===== src/rtl/mips_mem_arbiter.sv =====
// mips_mem_arbiter
//   Shares one single-port Avalon-style bus memory between the CPU fetch
//   port and the data load/store port. Data has priority. A starvation
//   counter forces a fetch grant after STARVE_LIMIT consecutive data grants
//   that were made while a fetch was waiting.
//
// Ports
//   clk, reset          : system clock (rising edge), async active-low reset
//   instr_req/addr      : fetch request, held until instr_valid
//   instr_rdata/valid   : fetched word and its one-cycle completion pulse
//   instr_stall         : fetch pending and not completing this cycle
//   data_read/write     : load/store request, held until data_valid
//   data_addr/wdata/byteenable : load/store address, store data, byte lanes
//   data_rdata/valid    : load result and one-cycle completion pulse
//   data_stall          : load/store pending and not completing this cycle
//   mem_*               : bus master side; a transfer completes on a rising
//                         edge where mem_waitrequest is 0
//
// State   | meaning
// --------+---------------------------------------------------------------
// IDLE    | no transfer on the bus; arbitration happens at the next edge
// BUSY_I  | fetch read on the bus, waiting for mem_waitrequest=0
// BUSY_D  | load or store on the bus, waiting for mem_waitrequest=0

module mips_mem_arbiter #(
  parameter int unsigned STARVE_LIMIT = 4
) (
  input  logic        clk,
  input  logic        reset,

  input  logic        instr_req,
  input  logic [31:0] instr_addr,
  output logic [31:0] instr_rdata,
  output logic        instr_valid,
  output logic        instr_stall,

  input  logic        data_read,
  input  logic        data_write,
  input  logic [31:0] data_addr,
  input  logic [31:0] data_wdata,
  input  logic [3:0]  data_byteenable,
  output logic [31:0] data_rdata,
  output logic        data_valid,
  output logic        data_stall,

  output logic [31:0] mem_address,
  output logic        mem_read,
  output logic        mem_write,
  output logic [31:0] mem_writedata,
  output logic [3:0]  mem_byteenable,
  input  logic        mem_waitrequest,
  input  logic [31:0] mem_readdata
);

  localparam logic [3:0] STARVE_MAX = 4'(STARVE_LIMIT);

  typedef enum logic [1:0] {
    IDLE   = 2'd0,
    BUSY_I = 2'd1,
    BUSY_D = 2'd2
  } state_t;

  state_t     state;
  logic [3:0] starve_cnt;

  logic instr_elig;
  logic data_elig;
  logic grant_i;
  logic grant_d;

  // A requester whose valid pulse is high this cycle is still holding its
  // request only because it has not yet seen the completion; mask it.
  assign instr_elig = instr_req & ~instr_valid;
  assign data_elig  = (data_read | data_write) & ~data_valid;

  assign grant_i = instr_elig & (~data_elig | (starve_cnt == STARVE_MAX));
  assign grant_d = data_elig & ~grant_i;

  assign instr_stall = instr_req & ~instr_valid;
  assign data_stall  = (data_read | data_write) & ~data_valid;

  always_ff @(posedge clk or negedge reset) begin
    if (!reset) begin
      state          <= IDLE;
      starve_cnt     <= 4'd0;
      mem_address    <= 32'd0;
      mem_read       <= 1'b0;
      mem_write      <= 1'b0;
      mem_writedata  <= 32'd0;
      mem_byteenable <= 4'd0;
      instr_rdata    <= 32'd0;
      data_rdata     <= 32'd0;
      instr_valid    <= 1'b0;
      data_valid     <= 1'b0;
    end else begin
      instr_valid <= 1'b0;
      data_valid  <= 1'b0;

      unique case (state)
        IDLE: begin
          if (grant_i) begin
            state          <= BUSY_I;
            starve_cnt     <= 4'd0;
            mem_address    <= instr_addr;
            mem_read       <= 1'b1;
            mem_write      <= 1'b0;
            mem_byteenable <= 4'hF;
          end else if (grant_d) begin
            state          <= BUSY_D;
            mem_address    <= data_addr;
            mem_writedata  <= data_wdata;
            mem_byteenable <= data_byteenable;
            // A store wins when both strobes are requested together.
            mem_write      <= data_write;
            mem_read       <= data_read & ~data_write;
            if (!instr_elig) begin
              starve_cnt <= 4'd0;
            end else if (starve_cnt != STARVE_MAX) begin
              starve_cnt <= starve_cnt + 4'd1;
            end
          end
        end

        BUSY_I: begin
          if (!mem_waitrequest) begin
            state       <= IDLE;
            mem_read    <= 1'b0;
            mem_write   <= 1'b0;
            instr_rdata <= mem_readdata;
            instr_valid <= 1'b1;
          end
        end

        BUSY_D: begin
          if (!mem_waitrequest) begin
            state      <= IDLE;
            mem_read   <= 1'b0;
            mem_write  <= 1'b0;
            data_valid <= 1'b1;
            if (mem_read) begin
              data_rdata <= mem_readdata;
            end
          end
        end

        default: begin
          state <= IDLE;
        end
      endcase
    end
  end

endmodule

===== config.mk =====
export PLATFORM = sky130hd
export DESIGN_NAME = mips_mem_arbiter
export DESIGN_NICKNAME = d
export VERILOG_FILES = /design/src/rtl/mips_mem_arbiter.sv
export SDC_FILE = /design/constraint.sdc
export NUM_CORES = 1
export LEC_CHECK = 0
export ABC_AREA = 1
export BUFFER_PORTS_ARGS = -buffer_cell sky130_fd_sc_hd__buf_2
export CAP_MARGIN = 20
export CORE_MARGIN = 2
export CORE_UTILIZATION = 47
export CTS_CLUSTER_SIZE = 20
export DETAILED_ROUTE_END_ITERATION = 7
export PLACE_DENSITY = 0.89
export SYNTH_ARGS = -nofsm -noshare
export SYNTH_HDL_FRONTEND = slang
export SYNTH_SLANG_ARGS = --single-unit
export TNS_END_PERCENT = 1

===== constraint.sdc =====
create_clock -name clk -period 2 [get_ports clk]
set_input_delay 0.6 -clock clk [delete_from_list [all_inputs] [get_ports clk]]
set_output_delay 0.6 -clock clk [all_outputs]
set_load 0.02 [all_outputs]

==> qor.yml, run 1 <==
rsz0062_at_grt: "false"
syn-num-nets: 846
timing_worst_setup_path_type: "flop to primary output"
synth-seq-cells: 142
place_inst: 1126
grt_usage_pct: 23.24
cts.htree.levels: 4
io_pins: 276
viasPerCell: 4.807
die_width_microns: 116.8
status: "finished, final reports clean"
placed_cell_area_sq_um: 7602
worstMarginPinSlew_ps: 553.8
ys_seq_area_share_pct: 59.44
gr-total-overflow: 0
clock-sinks: 142
rows: 41
cts_buffers: 17
grt_start_max_net_pins: 66
maxCapViolations: 0
cp.arrival_ps: 1260
area_growth_pct: 37.94
final_max_slew_viol_count: 0
portBuffers: 275
setup_viol: 0
crit_fanout: 4
yosys-top-cells-count: "243 x nand2_1, 142 x dfrtp_1, 77 x inv_1"
ys_warn_count: 0
synth.most_common_cell: "nand2_1"
worst_hold_path_type: "input port to asynchronous set/reset pin"
clock_latency_ps: 420
place_hpwl_microns: 11400
pwr_density_cell_nw_per_um2: 1784
fmax_ghz: 0.5386
synth_top_area_cell: "dfrtp_1"
avgSynthCellArea_sq_um: 8.516
firstDrtPassIters: 5
synthArstFlopShare_pct: 100.0
antenna_cells_inserted: 0
drc: 0
drive_gt1_share_pct: 33.47
drt_iter0_markers: 410
reg2reg_setup_slack_ps: 350
vias: 5566
routed_wl_microns: 16090
cts_setup_buffers: 0
wl_per_cell_microns: 13.89
leakage_nw: 4.789
synth_edf_count: 0
stdcell_count: 1158
grt_pass1_wl_microns: 24500
start_kind: "flop"
worstRegToRegCells: 7
grt_pass1_vias: 5176
antenna_found_initial: 0
clk_pin_slew_ps: 60
ys_types: 22
synth_top_area_share_pct: 59.44
finalHoldViolations: 0
yosys-top-cells-area: "dfrtp_1 59%, nand2_1 15%, o21ai_0 5.8%"
syn-cell-area_sq_um: 5978
postSynthCellCount: 702
fin_tns_setup_ps: 0
cts_root_buf: "clkbuf_16"
cts_hold_buf: 0
r2r-start: "state[0]"
vdd_drop_max_mv: 1.003
initial_utilization_pct: 47.76
ant_nets: 0
critPathCaptureType: "primary output"
relSlewSlack_pct: 63.08
critPathRequiredTime_ps: 1400
reg2reg_to: "data_rdata[15]"
gp_congestion: 0.8127
period_needed_ps: 1857
dieArea_sq_um: 13640
nNetsFinal: 1117
finClkSkew_ps: 12.28
fp.dieH_microns: 116.8
cts_max_path_buffers: 2
finalCritPeriodShare_pct: 92.83
fin_area_sq_um: 8247
cts_tree: "yes"
ys.flop_type: "dfrtp_1"
core-area_sq_um: 12520
## worst max path at each step
stage	from	end	slack, ps	cells past startpoint
3_3_place_gp	instr_req	instr_stall	230	4
3_5_place_dp	instr_req	instr_stall	220	4
4_1_cts	instr_valid	instr_stall	8	4
6_report	instr_valid	instr_stall	140	4
5_1_grt	instr_valid	instr_stall	50	4
2_1_floorplan	data_write	mem_address[29]	410	9
## sequential cells by signal (all words and copies together) (netlist names)
name            cells
mem_address        32
state               2
mem_byteenable      4
mem_writedata      32
instr_rdata        32
instr_valid         1
data_valid          1
mem_write           1
mem_read            1
starve_cnt          4
data_rdata         32
## critical path, cell delays in order (launching register included)
cell     delay, ps
dfrtp_1        400
inv_1           80
nand2_2        100
inv_2          100
buf_2          170
## kinds of logic (layout without fill, tap and decap cells)
family	after synthesis	in the layout	synth area share, %
and+or+nand+nor	330	330	21.68
adders and majority gates	6	6	1.256
AOI/OAI and AO/OA	107	107	9.062
xor gates and xnor gates	1	1	0.1465
DFF	142	142	59.44
buffers and inverters	116	400	8.413
## area by class of cell
type / count / area (sq um)
fill: 987 / 4270
tap: 172 / 215.2
inverter: 78 / 292.8
clock buffer: 18 / 429.2
multi-input combinational: 444 / 1948
clock inverter: 14 / 212.7
timing repair buffer: 290 / 1595
sequential: 142 / 3553
## metrics by stage
stage / power [W] / util [%] / setup slack (ps) / hold slack, ps
2_1_floorplan: 0.008917 / - / 413.0 / 304.4
3_3_place_gp: 0.01110 / 60.74 / 232.2 / 449.1
3_5_place_dp: 0.01132 / 60.74 / 223.3 / 452.9
4_1_cts: 0.01482 / 65.86 / 7.753 / 111.2
5_1_grt: 0.01572 / 65.88 / 45.42 / 128.9
6_report: 0.01471 / 65.88 / 143.4 / 104.3
## per-layer routing
layer / up-vias / wire [microns] / global-route usage, %
li1: 2714 / - / -
met1: 2591 / 6612 / 28.79
met2: 243 / 7970 / 38.73
met3: 18 / 1316 / 7.106
met4: 0 / 187 / 8.392
met5: - / 0 / 0
## where the power goes
group	internal, W	total, W	switching [W]
Combinational	0.00211	0.00628	0.00417
Sequential	0.00425	0.00500	0.000754
Clock	0.00221	0.00343	0.00122
## timing repair
| action | in CTS | in global routing |
|---|---|---|
| resized for setup | 0 | 2 |
| hold endpoints to repair | 0 | 0 |
| endpoints found under the setup margin | 0 | 1 |
## cells in the final DEF, fill, tap and decap left out
master | netlist | final
nand2_2 | 1 | 4
inv_6 | 0 | 2
clkinvlp_4 | 0 | 1
clkinv_2 | 0 | 4
clkbuf_1 | 12 | 1
nand3_1 | 37 | 37
clkbuf_16 | 0 | 17
a21boi_4 | 0 | 1
buf_6 | 2 | 1
ha_1 | 6 | 6
buf_2 | 15 | 274
nand4_1 | 1 | 1
bufinv_16 | 0 | 5
buf_12 | 0 | 8
dfrtp_1 | 142 | 142
inv_2 | 1 | 2
a21oi_1 | 1 | 1
nor2_1 | 46 | 46
o21bai_1 | 1 | 1
o21ai_1 | 34 | 34
o22ai_1 | 1 | 1
o21ai_0 | 69 | 69
nor2_2 | 1 | 1
clkinv_4 | 0 | 2
nand3b_1 | 1 | 1
buf_4 | 9 | 7
inv_1 | 77 | 76
xnor2_1 | 1 | 1
nand2_4 | 0 | 1
nand2_1 | 243 | 239
No activity file was read; power rests on OpenSTA's default activity.
==> run 2: changes to the inputs <==
- clock period: 2 -> 2.05 ns (I/O delays scaled with it)
==> run 2 against run 1 <==
Net effect:
- critical path depth stayed put
- combinational power shrank 3.7%
- clock skew shrank 5.8 ps
- critical path type unchanged
- first-iteration DRC count is 1.2% higher
- sequential share of layout area is 0.065 points higher
- wire length up 0.38%
- non-clock buffer count unchanged
- global-route usage about the same
- sequential cell count is the same
==> qor.yml, run 2 (synthesis gave the netlist of run 1 again) <==
worstRegToRegCells: 6
rsz0062_at_grt: "false"
cts_setup_buffers: 0
fin_tns_setup_ps: 0
regArea_sq_um: 3553
finalCritPeriodShare_pct: 95.59
period_needed_ps: 1960
worst_hold_path_type: "input port to asynchronous set/reset pin"
vdd_drop_max_mv: 1.039
wl_per_cell_microns: 13.96
firstDrtPassIters: 5
grt_pass1_vias: 5221
area_growth_pct: 37.74
routed_wl_microns: 16150
mostFrequentLayoutCells: "274 x buf_2, 240 x nand2_1, 142 x dfrtp_1, 76 x inv_1, 69 x o21ai_0"
cts_root_buf: "clkbuf_16"
dieArea_sq_um: 13640
initial_utilization_pct: 47.76
grt_pass1_wl_microns: 24670
io_pins: 276
final_max_slew_viol_count: 0
grt_usage_pct: 23.28
cts_tree: "yes"
antenna_cells_inserted: 0
relSlewSlack_pct: 62.69
worstMarginPinSlew_ps: 559.6
vias: 5607
cts_buffers: 17
pwr_density_cell_nw_per_um2: 1726
multi_input_area_sq_um: 1946
fmax_ghz: 0.5103
maxCapViolations: 0
antenna_found_initial: 0
gp_congestion: 0.8289
leakage_nw: 4.779
final_common_cell: "buf_2"
critPathRequiredTime_ps: 1430
cts.htree.levels: 4
place_hpwl_microns: 11710
clock_latency_ps: 410
finalHoldViolations: 0
placed_cell_area_sq_um: 7602
drive_gt1_share_pct: 33.20
core-area_sq_um: 12520
nNetsFinal: 1117
viasPerCell: 4.846
finClkSkew_ps: 6.491
drt_iter0_markers: 415
status: "finished, final reports clean"
critPathCaptureType: "primary output"
drc: 0
ant_nets: 0
cts_hold_buf: 0
cp.arrival_ps: 1340
clock-sinks: 142
nFillCells: 1041
grt_start_max_net_pins: 65
timing_worst_setup_path_type: "flop to primary output"
fin_area_sq_um: 8234
crit_fanout: 4
portBuffers: 275
start_kind: "flop"
fp.dieH_microns: 116.8
setup_viol: 0
gr-total-overflow: 0
cts_max_path_buffers: 2
clk_pin_slew_ps: 60
rows: 41
die_width_microns: 116.8
run 2: cell count changes in the layout (fill, tap and decap cells not counted):
cell	before	now
clkinvlp_4	1	2
clkbuf_1	1	2
clkbuf_8	0	3
clkinv_2	4	1
clkinv_4	2	1
bufinv_16	5	4
inv_6	2	1
nand2_1	239	240
nand2_2	4	3
run 2: layout make-up:
type	instances	share of cell area (%)
sequential	142	43.15
clock inverter	9	1.915
inverter	78	3.556
tap	172	2.614
timing repair buffer	290	19.37
multi-input combinational	444	23.63
clock buffer	22	5.759
run 2: report_power, final:
part	internal (W)	total [W]	switching [W]
logic	0.00201	0.00605	0.00404
registers	0.00415	0.00489	0.000747
clock network	0.00213	0.00326	0.00113
run 2: worst paths after layout:
| path | start | endpoint | slack, ps |
|---|---|---|---|
| setup / recovery | instr_valid | instr_stall | 90 |
| hold / removal | reset | data_rdata[2] | 140 |
| setup reg to reg | state[0] | mem_writedata[17] | 270 |
| hold reg to reg | mem_writedata[30] | mem_writedata[30] | 460 |
| max in group asynchronous | reset | instr_rdata[16] | 1340 |
| min in group clk | data_byteenable[1] | mem_byteenable[1] | 420 |
run 2: timing repair:
action,CTS,global route
setup endpoints to repair,0,1
hold endpoints to repair,0,0
resized for setup,0,1
run 2: critical path: stages, from the launching register on:
cell	delay, ps
dfrtp_1	400
inv_1	70
nand2_1	150
inv_2	130
buf_2	190
run 2: layer usage:
layer | wire length [microns] | track usage, % | vias to the layer above
met2 | 7834 | 39.11 | 258
met5 | 0 | 0 | -
met4 | 372 | 9.176 | 0
met3 | 1408 | 6.694 | 31
met1 | 6533 | 28.54 | 2606
li1 | - | - | 2712
run 2: metrics by stage:
step	utilization, %	std cells	worst slack (ps)	total power [W]	hold slack, ps
floorplan	-	702	448.1	0.008699	319.4
global placement	60.74	1126	180.7	0.01078	449.3
detailed placement	60.74	1126	135.4	0.01100	453.0
CTS	65.78	1157	13.20	0.01431	149.8
global route	65.78	1157	4.371	0.01519	165.9
finish	65.78	1157	90.42	0.01421	144.5
==> run 3: changes to the inputs <==
- RECOVER_POWER: unset -> 50
==> run 3 against run 2 <==
Net effect:
- hold slack improved by 280 ps
- global-route usage unchanged
- maximum frequency increased by 0.30%
- wire length increased by 0.19%
- sequential cell count unchanged
- power decreased by 0.77%
- critical path type unchanged
- first-iteration DRC count increased by 18%
- design area decreased by 1.0%
- clock power about the same
- die area unchanged
- clock skew decreased by 2.5 ps
- critical endpoint unchanged
==> qor.yml, run 3 (synthesis gave the netlist of run 1 again) <==
viasPerCell: 4.834
pwr_density_cell_nw_per_um2: 1730
period_needed_ps: 1954
critPathRequiredTime_ps: 1430
min_path_cells: 3
critPathCaptureType: "primary output"
grt_start_max_net_pins: 65
cp.arrival_ps: 1340
timing_worst_setup_path_type: "flop to primary output"
finalHoldViolations: 0
drt_iter0_markers: 488
mostFrequentLayoutCells: "241 x nand2_1, 234 x buf_2, 142 x dfrtp_1, 76 x inv_1, 69 x o21ai_0"
io_pins: 276
drc: 0
fmax_ghz: 0.5118
relSlewSlack_pct: 15.86
gp_congestion: 0.8289
dieArea_sq_um: 13640
cts_buffers: 17
cts_max_path_buffers: 2
clock-sinks: 142
worstRegToRegCells: 6
antenna_found_initial: 0
final_max_slew_viol_count: 0
status: "finished, final reports clean"
crit_fanout: 4
finClkSkew_ps: 3.981
nNetsFinal: 1117
wl_per_cell_microns: 13.98
drive_gt1_share_pct: 28.83
cts_tree: "yes"
fin_area_sq_um: 8148
finalCritPeriodShare_pct: 95.31
vdd_drop_max_mv: 1.030
antenna_cells_inserted: 0
place_inst: 1126
maxCapViolations: 0
gr-total-overflow: 0
setup_viol: 0
stdcell_count: 1157
ant_nets: 0
worstMarginPinSlew_ps: 1262
core-area_sq_um: 12520
cts_setup_buffers: 0
clock_latency_ps: 410
die_width_microns: 116.8
worst_hold_path_type: "input port to flop"
final_common_cell: "nand2_1"
clk_pin_slew_ps: 60
vias: 5593
fp.dieH_microns: 116.8
placed_cell_area_sq_um: 7602
routed_wl_microns: 16180
cts.htree.levels: 4
grt_pass1_vias: 5221
rows: 41
fin_tns_setup_ps: 0
power_w: 0.01410
initial_utilization_pct: 47.76
leakage_nw: 4.637
grt_usage_pct: 23.28
portBuffers: 275
cts_root_buf: "clkbuf_16"
grt_pass1_wl_microns: 24670
firstDrtPassIters: 5
start_kind: "flop"
nFillCells: 1070
place_hpwl_microns: 11710
area_growth_pct: 36.29
rsz0062_at_grt: "false"
run 3: layout make-up:
cell class	count	area (sq um)	share of cell area, %
tap	172	215.2	2.641
multi-input combinational	444	1943	23.85
clock buffer	22	474.2	5.820
inverter	78	292.8	3.593
clock inverter	9	157.7	1.935
timing repair buffer	290	1511	18.55
sequential	142	3553	43.61
run 3: power breakdown:
group	leakage (nW)	switching (W)	internal [W]	total [W]
clock network	0.303	0.00113	0.00213	0.00326
registers	1.76	0.000759	0.00415	0.00491
logic	2.57	0.00404	0.00189	0.00593
run 3: final timing paths:
kind                                    start                 to  slack [ps]
setup / recovery                  instr_valid        instr_stall         100
hold / removal             data_byteenable[1]  mem_byteenable[1]         420
setup reg to reg                     state[0]  mem_writedata[17]         270
hold reg to reg             mem_writedata[30]  mem_writedata[30]         470
max in group asynchronous               reset    mem_address[16]         400
min in group asynchronous               reset      data_rdata[2]         470
run 3: metal layers:
layer	global-route usage [%]	part of all wire, %	wire length, microns	vias up
met2	39.11	49	7854	247
met3	6.694	8.3	1338	31
met4	9.176	2.3	372	0
li1	-	-	-	2713
met1	28.54	41	6612	2602
met5	0	0	0	-
run 3: timing repair:
item / in CTS / in global routing
hold buffers: 0 / 0
resized for setup: 0 / 1
setup endpoints to repair: 0 / 1
hold endpoints to repair: 0 / 0
run 3: metrics by stage:
| step | setup WS, ps | util [%] | hold slack [ps] |
|---|---|---|---|
| 4_1_cts | 13.20 | 65.78 | 149.8 |
| 2_1_floorplan | 448.1 | - | 319.4 |
| 6_report | 96.21 | 65.09 | 422.6 |
| 3_3_place_gp | 180.7 | 60.74 | 449.3 |
| 3_5_place_dp | 135.4 | 60.74 | 453.0 |
| 5_1_grt | 4.371 | 65.09 | 418.2 |
run 3: worst max-delay path, stage by stage, from the launching register on:
cell,delay (ps)
dfrtp_1,400
inv_1,60
nand2_1,150
inv_2,130
buf_2,190
